**src/rtl/lsu_pkg.sv**
```systemverilog
`default_nettype none
// ============================================================================
//  Module      : lsu_pkg
//  Description : Shared types and helpers for the load/store initiator.
//                size_t       - access size encoding (shared by request
//                               and RAM sides)
//                lsu_state_t  - initiator state encoding
//                is_misaligned - true for half/word not on a natural boundary
//                access_count  - number of byte-serial accesses N for a size
//  Revision    : 1.0 - initial release
// ============================================================================
package lsu_pkg;

    typedef enum logic [1:0] {
        BYTE = 2'b00,
        HALF = 2'b01,
        WORD = 2'b10,
        RSVD = 2'b11
    } size_t;

    typedef enum logic [1:0] {
        IDLE   = 2'd0,
        ACCESS = 2'd1,
        RESP   = 2'd2
    } lsu_state_t;

    function automatic logic is_misaligned(input size_t size, input logic [1:0] addr_lo);
        logic r;
        case (size)
            HALF:    r = addr_lo[0];
            WORD:    r = (addr_lo != 2'b00);
            default: r = 1'b0;
        endcase
        return r;
    endfunction

    function automatic logic [2:0] access_count(input size_t size);
        logic [2:0] n;
        case (size)
            HALF:    n = 3'd2;
            WORD:    n = 3'd4;
            default: n = 3'd1;
        endcase
        return n;
    endfunction

endpackage : lsu_pkg
`default_nettype wire

```
**src/rtl/lsu_extend.sv**
```systemverilog
`default_nettype none
// ============================================================================
//  Module      : lsu_extend
//  Description : Combinational sign/zero extension of a right-aligned
//                byte, half or word to DATA_WIDTH.
//  Ports       : i_data  - right-aligned raw load data
//                i_size  - access size (byte/half/word)
//                i_zext  - 1 = zero-extend, 0 = sign-extend
//                o_data  - extended result
//  Revision    : 1.0 - initial release
// ============================================================================
module lsu_extend
    import lsu_pkg::*;
#(
    parameter int DATA_WIDTH = 32
) (
    input  logic [DATA_WIDTH-1:0] i_data,
    input  size_t                 i_size,
    input  logic                  i_zext,
    output logic [DATA_WIDTH-1:0] o_data
);

    logic w_bsign;
    logic w_hsign;

    assign w_bsign = i_data[7]  & ~i_zext;
    assign w_hsign = i_data[15] & ~i_zext;

    always_comb begin
        o_data = i_data;
        case (i_size)
            BYTE:    o_data = {{(DATA_WIDTH-8){w_bsign}},  i_data[7:0]};
            HALF:    o_data = {{(DATA_WIDTH-16){w_hsign}}, i_data[15:0]};
            default: o_data = i_data;
        endcase
    end

endmodule : lsu_extend
`default_nettype wire

```
**src/rtl/lsu_initiator.sv**
```systemverilog
`default_nettype none
// ============================================================================
//  Module      : lsu_initiator
//  Description : Load/store initiator between the execute stage and a
//                byte-addressed data RAM. Accepts one request at a time
//                (valid/ready), performs one RAM access (or N byte-serial
//                accesses for misaligned requests) and returns a one-cycle
//                response with extended load data or an error flag.
//  Config      : LSU_MISALIGN_EN - when defined, misaligned half/word
//                requests are split into byte accesses; otherwise they are
//                rejected with rsp_err.
//  Ports       : clk, rst (async, active-high)
//                req_*  - request handshake and fields
//                rsp_*  - completion pulse, load data, error
//                mem_*  - RAM write-enable, size, address, write/read data
//  Revision    : 1.0 - initial release
// ============================================================================
module lsu_initiator
    import lsu_pkg::*;
#(
    parameter int ADDRESS_WIDTH = 32,
    parameter int DATA_WIDTH    = 32
) (
    input  logic                     clk,
    input  logic                     rst,
    input  logic                     req_valid,
    output logic                     req_ready,
    input  logic                     req_we,
    input  logic [1:0]               req_size,
    input  logic                     req_unsigned,
    input  logic [ADDRESS_WIDTH-1:0] req_addr,
    input  logic [DATA_WIDTH-1:0]    req_wdata,
    output logic                     rsp_valid,
    output logic [DATA_WIDTH-1:0]    rsp_data,
    output logic                     rsp_err,
    output logic                     mem_WE,
    output logic [1:0]               mem_dataType,
    output logic [ADDRESS_WIDTH-1:0] mem_A,
    output logic [DATA_WIDTH-1:0]    mem_WD,
    input  logic [DATA_WIDTH-1:0]    mem_RD
);

    lsu_state_t                r_state;
    lsu_state_t                w_next_state;
    logic                      r_we;
    size_t                     r_size;
    logic                      r_unsigned;
    logic [ADDRESS_WIDTH-1:0]  r_addr;
    logic [DATA_WIDTH-1:0]     r_wdata;
    logic [DATA_WIDTH-1:0]     r_rdata;
    logic                      r_err;
    logic [DATA_WIDTH-1:0]     w_ext;
    logic                      w_accept;
    logic                      w_reject;
    logic                      w_last;
    size_t                     w_req_size;

    assign w_req_size = size_t'(req_size);

    // Ready is gated by rst so it reads 0 for the whole reset interval,
    // not just after the first clock.
    assign req_ready = (r_state == IDLE) && !rst;
    assign w_accept  = req_valid && req_ready;

`ifdef LSU_MISALIGN_EN
    logic [1:0] r_cnt;
    logic       r_misal;

    assign w_reject = (w_req_size == RSVD);
    assign w_last   = !r_misal || ({1'b0, r_cnt} == (access_count(r_size) - 3'd1));
`else
    assign w_reject = (w_req_size == RSVD) || is_misaligned(w_req_size, req_addr[1:0]);
    assign w_last   = 1'b1;
`endif

    // ------------------------------------------------------------------
    // Next-state logic
    // ------------------------------------------------------------------
    always_comb begin
        w_next_state = r_state;
        case (r_state)
            IDLE:    if (w_accept) w_next_state = w_reject ? RESP : ACCESS;
            ACCESS:  if (w_last)   w_next_state = RESP;
            RESP:    w_next_state = IDLE;
            default: w_next_state = IDLE;
        endcase
    end

    // ------------------------------------------------------------------
    // RAM-side outputs: only driven during ACCESS, zero otherwise
    // ------------------------------------------------------------------
    always_comb begin
        mem_WE       = 1'b0;
        mem_dataType = 2'b00;
        mem_A        = '0;
        mem_WD       = '0;
        if (r_state == ACCESS) begin
            mem_WE       = r_we;
            mem_dataType = r_size;
            mem_A        = r_addr;
            mem_WD       = r_wdata;
`ifdef LSU_MISALIGN_EN
            if (r_misal) begin
                mem_dataType = BYTE;
                mem_A        = r_addr + ADDRESS_WIDTH'(r_cnt);
                mem_WD       = DATA_WIDTH'(r_wdata[{r_cnt, 3'b000} +: 8]);
            end
`endif
        end
    end

    // ------------------------------------------------------------------
    // State and request registers
    // ------------------------------------------------------------------
    always_ff @(posedge clk or posedge rst) begin
        if (rst) begin
            r_state    <= IDLE;
            r_we       <= 1'b0;
            r_size     <= BYTE;
            r_unsigned <= 1'b0;
            r_addr     <= '0;
            r_wdata    <= '0;
            r_rdata    <= '0;
            r_err      <= 1'b0;
`ifdef LSU_MISALIGN_EN
            r_cnt      <= 2'd0;
            r_misal    <= 1'b0;
`endif
        end else begin
            r_state <= w_next_state;
            case (r_state)
                IDLE: begin
                    if (w_accept) begin
                        r_we       <= req_we;
                        r_size     <= w_req_size;
                        r_unsigned <= req_unsigned;
                        r_addr     <= req_addr;
                        r_wdata    <= req_wdata;
                        r_rdata    <= '0;
                        r_err      <= w_reject;
`ifdef LSU_MISALIGN_EN
                        r_cnt      <= 2'd0;
                        r_misal    <= is_misaligned(w_req_size, req_addr[1:0]);
`endif
                    end
                end
                ACCESS: begin
`ifdef LSU_MISALIGN_EN
                    r_cnt <= r_cnt + 2'd1;
                    if (!r_we) begin
                        // Misaligned loads assemble little-endian, one byte
                        // lane per access.
                        if (r_misal) r_rdata[{r_cnt, 3'b000} +: 8] <= mem_RD[7:0];
                        else         r_rdata <= mem_RD;
                    end
`else
                    if (!r_we) r_rdata <= mem_RD;
`endif
                end
                default: ;
            endcase
        end
    end

    lsu_extend #(
        .DATA_WIDTH (DATA_WIDTH)
    ) u_extend (
        .i_data (r_rdata),
        .i_size (r_size),
        .i_zext (r_unsigned),
        .o_data (w_ext)
    );

    // ------------------------------------------------------------------
    // Response outputs
    // ------------------------------------------------------------------
    assign rsp_valid = (r_state == RESP);
    assign rsp_err   = rsp_valid && r_err;
    assign rsp_data  = (rsp_valid && !r_we && !r_err) ? w_ext : '0;

endmodule : lsu_initiator
`default_nettype wire

```
**config.mk**
```make
export PLATFORM = sky130hd
export DESIGN_NAME = lsu_initiator
export DESIGN_NICKNAME = d
export VERILOG_FILES = /design/src/rtl/lsu_pkg.sv /design/src/rtl/lsu_extend.sv /design/src/rtl/lsu_initiator.sv
export SDC_FILE = /design/constraint.sdc
export NUM_CORES = 1
export LEC_CHECK = 0
export CELL_PAD_IN_SITES_DETAIL_PLACEMENT = 0
export CELL_PAD_IN_SITES_GLOBAL_PLACEMENT = 1
export CORE_ASPECT_RATIO = 1.4
export CORE_UTILIZATION = 45
export CTS_BUF_LIST = sky130_fd_sc_hd__clkbuf_8
export CTS_CLUSTER_DIAMETER = 100
export DETAILED_ROUTE_END_ITERATION = 7
export DONT_BUFFER_PORTS = 1
export HOLD_SLACK_MARGIN = 0.06
export PLACE_DENSITY_LB_ADDON = 0.1
export SLEW_MARGIN = 20
export SYNTH_ARGS = -nofsm -noshare
export SYNTH_HDL_FRONTEND = slang
export SYNTH_SLANG_ARGS = --single-unit
```
**constraint.sdc**
```tcl
create_clock -name clk -period 9.28 [get_ports clk]
set_input_delay 1.856 -clock clk [delete_from_list [all_inputs] [get_ports clk]]
set_output_delay 1.856 -clock clk [all_outputs]
set_load 0.05 [all_outputs]
```
==> reports/summary.txt, run 1 <==
CP arrival - 2.84 ns
Syn avg cell area - 12.2 µm²
Worst setup SP type - register
Initial DRT Pass Iterations - 4
Min-delay worst type - reg -> reg
Dpl hpwl - 7.01 mm
Initial drt markers - 134
Synthesis-to-layout area growth - 6.69%
Status - complete, no violations
Tcrit/Tclk final - 50.6%
Clock Latency Late Sink - 0.36 ns
Via count - 2,823
CTS buffer count - 9
Ys Warns - 0
Worst setup margin - 4.58 ns
Relative slew slack - 29.0%
Endpoints failing setup - 0
Post-route antenna net violation count - 0
Layout fillers - 957
First-pass GRT wire length - 15.2 mm
Mapped Area - 4670 µm²
Layout cells sized above 1 - 24.7%
Gr ovfl total - 0
# IOs - 205
DIE AREA - 10,800 µm²
Min Tclk post-route - 4.70 ns
Largest net degree at the start of global routing - 72
Cell Chain, Critical Path - nor4b_4, o211ai_2, a21oi_1
Most frequent cells in the layout - dfrtp_1, and2_1, mux2_2, a22o_1, a21oi_1
CP Class - reg -> out
Initial core utilization - 46.7%
Initial antenna violation count - 1
FF+latch count, synth - 103
Total GRT Usage - 18.8%
Fmax - 213 MHz
Req. time, crit path - 7.42 ns
Mapped Cells - 383
Max Cap Viol - 0
Layout Cells excl Fill - 512
Ant diodes - 0
Multi-input logic area - 1920 µm²
DIE HEIGHT - 123 µm
# Post-CTS Setup Buffers - 0
DIE WIDTH - 88.1 µm
Maximum vdd ir drop - 97.7 µV
Port bufs - 0
Sequential area share after synthesis - 55.2%
Crit path max fanout - 16
Reg clk slew, reported paths - 0.10 ns
Setup TNS - 0 ns
CP max stage cell - a21oi_1
PwrDens - 223 nW/µm²
Hold Violations, Final - 0
# nets final - 478
RePlAce Congestion - 0.693
# hold bufs at CTS - 0
Seq. cell area - 2580 µm²
Vias in the first global route - 2,949
Pre-CTS WS - 4.90 ns
Commonest non-fill, non-tap cell in the layout - dfrtp_1
CTS resizes - 0
CTS tree - built
Worst path max stage delay - 0.96 ns
Clk sinks - 103
Max Root-Sink Buffers - 2
Yosys cell types - 25
Clk_skew - 0.0102 ns
Slew Viols, Final - 0
Synth top area share - 55.2%
Synth area leaders - dfrtp_1, mux2_2, and2_1
DRC - 0
DR WL/cell - 20.2 µm
P_leak - 0.00216 µW
Leading area contributor after synthesis - dfrtp_1
Rows - 43
Synth Net Count - 489
Vias/cell - 5.51
CTS H-Tree Depth - 3
Worst Max-Slew Pin Slew - 1.07 ns
Endpoint class of the critical path - primary output
RSZ-0062 raised after global routing - false
Placed Cells - 496
Routed wire length - 10.3 mm
Core area - 10,000 µm²
CTS root buf - clkbuf_8
## state kept, by name, summed over array words and instances, names as in the netlist
signal,count
r_addr,32
r_err,1
r_rdata,32
r_size,2
r_state,2
r_unsigned,1
r_wdata,32
r_we,1
## per-stage QoR
stage / hold WS [ns] / util [%] / instance area, µm² / total power, µW
2_1_floorplan: 0.449 / - / 4670 / 793
5_1_grt: 0.506 / 49.8 / 4990 / 1170
3_5_place_dp: 0.467 / 47.7 / 4780 / 834
4_1_cts: 0.490 / 49.8 / 4990 / 1130
6_report: 0.488 / 49.8 / 4990 / 1110
3_3_place_gp: 0.463 / 47.7 / 4780 / 825
## synth_stat cells
library cell,number
dfrtp_1,103
and2_1,76
mux2_2,63
a22o_1,32
a21oi_1,25
inv_1,19
clkbuf_1,15
buf_2,12
o21ai_0,9
mux2_1,6
ha_1,3
nor2b_1,3
nand2_1,2
nand2b_1,2
nor2_1,2
nor4b_4,2
and2b_1,1
nor3_1,1
nor3b_1,1
o211ai_2,1
o21bai_1,1
o22a_1,1
o31a_1,1
or2_1,1
or4b_2,1
## metal layers
layer	wire length [µm]	track usage [%]	share of wire (%)	vias to the layer above
met5	13	0	0.13	-
met4	87	6.05	0.84	2
met3	840	6.59	8.1	7
met2	5370	32.0	52	116
met1	4010	22.1	39	1418
li1	-	-	-	1280
## critical path, delay by kind of cell, from the launching register on
| family | cells | cell delay [ns] |
|---|---|---|
| AOI/OAI and AO/OA | 2 | 1.41 |
| and+or+nand+nor | 1 | 0.57 |
| DFF | 1 | 0.50 |
## report_power, final
part	leakage (µW)	switching (µW)	internal (µW)
logic	0.000780	140	90.0
registers	0.00127	54.5	538
clock network	0.000105	151	139
## worst paths after layout
kind | slack, ns | from | cells after the start | endpoint
max | 4.58 | r_state[0]$_DFFE_PP0P_ | 3 | rsp_data[20]
min | 0.49 | r_addr[27]$_DFFE_PP0P_ | 1 | r_addr[27]$_DFFE_PP0P_
max reg2reg | 6.95 | r_state[0]$_DFFE_PP0P_ | 4 | r_rdata[10]$_DFFE_PP0P_
min reg2reg | 0.49 | r_addr[27]$_DFFE_PP0P_ | 1 | r_addr[27]$_DFFE_PP0P_
max in group asynchronous | 6.68 | rst | 2 | r_err$_DFFE_PP0P_
min in group asynchronous | 1.42 | rst | 1 | r_rdata[0]$_DFFE_PP0P_
## cells by family (layout without fill, tap and decap cells)
logic type,after synthesis,in the layout,share of synthesized area [%]
compound gates,70,70,10.4
fa+ha+maj,3,3,0.803
buf+inv,46,40,4.02
flops,103,103,55.2
mux,69,69,16.6
simple gates,92,92,13.0
## cell type report
class / instances / share of cell area [%]
clock buffer: 11 / 3.04
multi-input combinational: 234 / 38.5
clock inverter: 5 / 1.13
timing repair buffer: 5 / 0.753
tap: 135 / 3.39
sequential: 103 / 51.7
inverter: 19 / 1.48
No activity file was read; power rests on OpenSTA's default activity.
==> inputs of run 2 (changes only) <==
Clock period 9.28 ns to 3.86 ns, I/O delays scaled along.
==> reports/summary.txt, run 2 (synthesized netlist as in run 1, its figures left out) <==
CP Class - reg -> out
First-pass GRT wire length - 15.5 mm (+2.2%)
Ant diodes - 0 (unchanged)
Min-delay worst type - in -> async
Hold Violations, Final - 0 (unchanged)
Area post-placement - 4970 µm² (+3.9%)
P_leak - 0.00228 µW (+5.8%)
Sw power - 843 µW (+140%)
Max Root-Sink Buffers - 2 (unchanged)
Crit path max fanout - 29 (+13)
Initial antenna violation count - 0 (-1)
Endpoints failing setup - 0 (unchanged)
DIE WIDTH - 88.1 µm (unchanged)
RePlAce Congestion - 0.695 (+0.29%)
CP arrival - 2.45 ns (-0.39 ns)
Worst setup SP type - register
Port bufs - 0 (unchanged)
Status - complete, no violations
DR WL/cell - 19.2 µm (-4.7%)
Vias/cell - 5.41 (-1.9%)
Layout cells sized above 1 - 29.4% (+4.7 points)
Dpl hpwl - 7.06 mm (+0.76%)
Endpoint class of the critical path - primary output
Final core occ - 51.3% (+1.5 points)
Sw Share - 32.5% (+1.5 points)
Reg clk slew, reported paths - 0.10 ns (about the same)
Core area - 10,000 µm² (unchanged)
Cell-internal power - 1750 µW (+130%)
DIE HEIGHT - 123 µm (unchanged)
Total GRT Usage - 19.4% (+0.51 points)
Design area - 5140 µm² (+3.0%)
CTS root buf - clkbuf_8
Clk_skew - 0.00861 ns (-0.00163 ns)
CTS resizes - 0 (unchanged)
Req. time, crit path - 3.09 ns (-4.33 ns)
CTS tree - built
Max Cap Viol - 0 (unchanged)
Clock network power share - 23.6% (-2.5 points)
Vias in the first global route - 2,940 (-0.31%)
RSZ-0062 raised after global routing - false
Initial drt markers - 138 (+3.0%)
# IOs - 205 (unchanged)
Most frequent cells in the layout - dfrtp_1, and2_1, mux2_2, a22o_1, buf_4
Clock Latency Late Sink - 0.36 ns (about the same)
Clk sinks - 103 (unchanged)
Fmax - 311 MHz
CTS buffer count - 9 (unchanged)
Largest net degree at the start of global routing - 72 (unchanged)
CTS H-Tree Depth - 3 (unchanged)
PwrDens - 505 nW/µm² (+130%)
Tcrit/Tclk final - 83.4%
Initial core utilization - 46.7% (unchanged)
Commonest non-fill, non-tap cell in the layout - dfrtp_1
Post-route antenna net violation count - 0 (unchanged)
# hold bufs at CTS - 0 (unchanged)
Routed wire length - 10.3 mm (about the same)
Gr ovfl total - 0 (unchanged)
Slew Viols, Final - 0 (unchanged)
Setup TNS - 0 ns (unchanged)
Initial DRT Pass Iterations - 4 (unchanged)
# nets final - 503 (+5.2%)
Via count - 2,904 (+2.9%)
Sequential power share - 54.9% (+1.6 points)
Rows - 43 (unchanged)
Min Tclk post-route - 3.22 ns
Relative slew slack - 33.8% (+4.8 points)
Largest regs - r_addr (32), r_rdata (32), r_wdata (32)
Synthesis-to-layout area growth - 9.91%
DRC - 0 (unchanged)
Maximum vdd ir drop - 237 µV (+140%)
# Post-CTS Setup Buffers - 0 (unchanged)
Worst Max-Slew Pin Slew - 0.992 ns (-0.0753 ns)
Gate power share - 21.5% (+0.8 points)
DIE AREA - 10,800 µm² (unchanged)
[run 2: path summary, 6_finish.rpt]
check                                       start                 endpoint  slack [ns]  cells past startpoint
max in group asynchronous                     rst  r_rdata[14]$_DFFE_PP0P_        2.71                      2
min in group clk           r_addr[24]$_DFFE_PP0P_   r_addr[24]$_DFFE_PP0P_        0.48                      1
hold / removal                                rst   r_wdata[7]$_DFFE_PP0P_        0.34                      1
setup / recovery            r_size[1]$_DFFE_PP0P_             rsp_data[11]        0.64                      3
hold reg to reg            r_addr[24]$_DFFE_PP0P_   r_addr[24]$_DFFE_PP0P_        0.48                      1
setup reg to reg           r_state[0]$_DFFE_PP0P_   r_rdata[4]$_DFFE_PP0P_        1.57                      4
[run 2: critical path, cell delays in order, from the launching register on]
cell and delay (ns):
dfrtp_1 0.72, or4b_2 0.90, a21oi_1 0.24, buf_4 0.23
[run 2: through the flow]
step,instances,hold slack [ns],power (µW),setup WS [ns]
after CTS,537,0.342,2630,0.644
after floorplan,383,0.449,1910,0.384
after detailed placement,521,0.468,2010,1.06
final,537,0.343,2590,0.641
after global routing,537,0.369,2740,0.496
after global placement,521,0.462,1990,1.07
[run 2: power by group through the flow]
stage / logic, µW / clock network, µW / registers, µW
2_1_floorplan: 518 / 0 / 1390
3_3_place_gp: 556 / 0 / 1440
3_5_place_dp: 567 / 0 / 1440
4_1_cts: 569 / 640 / 1420
5_1_grt: 602 / 681 / 1460
6_report: 558 / 612 / 1420
[run 2: layout make-up]
cell class                      instances  area (µm²)
Clock buffer                            9         124
Sequential cell                       103        2580
Inverter                               19        73.8
Clock inverter                          7        46.3
Multi-Input combinational cell        234        1920
Timing Repair Buffer                   30         225
Tap cell                              135         169
Fill cell                             939        4870
[run 2: routing by layer]
layer / vias up / track usage (%) / part of all wire, %
met4: 0 / 9.07 / 2.9
met1: 1414 / 23.4 / 39
met3: 20 / 6.46 / 9.0
li1: 1329 / - / -
met5: - / 0 / 0
met2: 141 / 31.1 / 49
==> inputs of run 3 (changes only) <==
Clock period 3.86 ns to 3.1 ns, I/O delays scaled along.
==> reports/summary.txt, run 3 (synthesized netlist as in run 1, its figures left out) <==
Clock Latency Late Sink - 0.36 ns (about the same)
Status - complete, no violations
Worst setup SP type - register
Worst path max stage delay - 0.59 ns (-0.31 ns)
Ant diodes - 0 (unchanged)
CTS resizes - 0 (unchanged)
Placed Cells - 527 (+1.2%)
Layout cells sized above 1 - 29.9% (+0.55 points)
Tcrit/Tclk final - 93.7%
Layout Cells excl Fill - 543 (+1.1%)
Vias in the first global route - 3,019 (+2.7%)
Worst Max-Slew Pin Slew - 0.736 ns (-0.256 ns)
Hold Violations, Final - 0 (unchanged)
Initial core utilization - 46.7% (unchanged)
Worst R2R Path Depth - 3 (-1)
Min-delay worst type - in -> async
Largest regs - r_addr (32), r_rdata (32), r_wdata (32)
Fmax - 344 MHz
Slew Viols, Final - 0 (unchanged)
Commonest non-fill, non-tap cell in the layout - dfrtp_1
Reg clk slew, reported paths - 0.10 ns (about the same)
RSZ-0062 raised after global routing - false
Synthesis-to-layout area growth - 11.8%
DRC - 0 (unchanged)
Maximum vdd ir drop - 340 µV (+43%)
Pre-CTS WS - 0.531 ns (-0.532 ns)
CP Class - reg -> out
# nets final - 509 (+1.2%)
Crit path max fanout - 37 (+28%)
P_leak - 0.00232 µW (+1.9%)
Min Tclk post-route - 2.90 ns
Worst r2r src - r_state[0]$_DFFE_PP0P_
Max Root-Sink Buffers - 2 (unchanged)
Core area - 10,000 µm² (unchanged)
Initial DRT Pass Iterations - 4 (unchanged)
Vias/cell - 5.42 (+0.19%)
Worst setup margin - 0.196 ns (-0.445 ns)
Port bufs - 0 (unchanged)
Cell Chain, Critical Path - and2b_2, buf_4, and2_1
Via count - 2,942 (+1.3%)
Hold_ws - 0.182 ns (-0.161 ns)
DIE AREA - 10,800 µm² (unchanged)
DIE WIDTH - 88.1 µm (unchanged)
CTS tree - built
Max Cap Viol - 0 (unchanged)
Final core occ - 52.2% (+0.89 points)
CP arrival - 2.28 ns (-0.17 ns)
# Post-CTS Setup Buffers - 0 (unchanged)
Crit path from - r_state[0]$_DFFE_PP0P_
Seq. cell area - 2580 µm² (unchanged)
Gr ovfl total - 0 (unchanged)
Endpoints failing setup - 0 (unchanged)
Initial antenna violation count - 0 (unchanged)
R2R setup slack - 1.09 ns (-0.48 ns)
Largest net degree at the start of global routing - 58 (-19%)
Relative slew slack - 50.9% (+17 points)
Setup TNS - 0 ns (unchanged)
DIE HEIGHT - 123 µm (unchanged)
# hold bufs at CTS - 0 (unchanged)
Clk sinks - 103 (unchanged)
Critical R2R Capture - r_addr[9]$_DFFE_PP0P_
Worst setup path endpoint - mem_WD[12]
Routed wire length - 10.2 mm (-0.65%)
Worst path buffer plus inverter count - 1 (unchanged)
Levels on crit path - 3 (unchanged)
CTS H-Tree Depth - 3 (unchanged)
Post-route antenna net violation count - 0 (unchanged)
DR WL/cell - 18.9 µm (-1.7%)
Endpoint class of the critical path - primary output
Rows - 43 (unchanged)
RePlAce Congestion - 0.729 (+4.9%)
CTS root buf - clkbuf_8
Total GRT Usage - 19.0% (-0.38 points)
Clk_skew - 0.00839 ns (-0.000221 ns)
Initial drt markers - 75 (-46%)
Layout fillers - 911 (-3.0%)
Multi-input logic area - 1920 µm² (unchanged)
# IOs - 205 (unchanged)
CP max stage cell - and2b_2
PwrDens - 639 nW/µm² (+26%)
Dpl hpwl - 7.16 mm (+1.4%)
Crit-path leading delay family - simple AND/OR/NAND/NOR gates
CTS buffer count - 9 (unchanged)
First-pass GRT wire length - 15.4 mm (-1.1%)
Most frequent cells in the layout - dfrtp_1, and2_1, mux2_2, buf_4, a22o_1
Req. time, crit path - 2.48 ns (-0.61 ns)
[run 3: per-layer routing]
layer | global-route usage (%) | up-vias | routed length (µm)
li1 | - | 1337 | -
met1 | 22.5 | 1464 | 4050
met2 | 31.5 | 124 | 5120
met3 | 5.11 | 17 | 814
met4 | 9.48 | 0 | 257
met5 | 0 | - | 0
[run 3: worst register-to-register path, delay by kind of cell, from the launching register on]
kind,cells,cell delay [ns]
buffers and inverters,1,0.61
flip-flops,1,0.50
multiplexers,1,0.48
AND/OR/NAND/NOR,1,0.32
[run 3: cell type report]
type	count	area share, %
Sequential cell	103	49.3
Tap cell	135	3.23
Inverter	19	1.44
Clock inverter	6	1.20
Multi-Input combinational cell	234	36.8
Clock buffer	10	2.63
Timing Repair Buffer	36	5.41
[run 3: how the worst min path moves through the flow]
stage	endpoint	startpoint	cells past startpoint	slack (ns)
floorplan	r_addr[23]$_DFFE_PP0P_	r_addr[23]$_DFFE_PP0P_	1	0.45
global placement	r_addr[24]$_DFFE_PP0P_	r_addr[24]$_DFFE_PP0P_	1	0.46
detailed placement	r_addr[27]$_DFFE_PP0P_	r_addr[27]$_DFFE_PP0P_	1	0.47
CTS	r_rdata[18]$_DFFE_PP0P_	rst	1	0.17
global route	r_addr[25]$_DFFE_PP0P_	rst	1	0.21
finish	r_addr[25]$_DFFE_PP0P_	rst	1	0.18
[run 3: stage by stage]
step / instance area (µm²) / total power (µW)
finish: 5230 / 3340
global route: 5230 / 3500
CTS: 5230 / 3380
detailed placement: 5020 / 2520
global placement: 5020 / 2500
floorplan: 4680 / 2370
[run 3: report_power, final]
group | internal, µW | total (µW) | switching [µW]
Clock | 393 | 849 | 456
Sequential | 1610 | 1760 | 152
Combinational | 286 | 724 | 438
Total | 2290 | 3340 | 1050
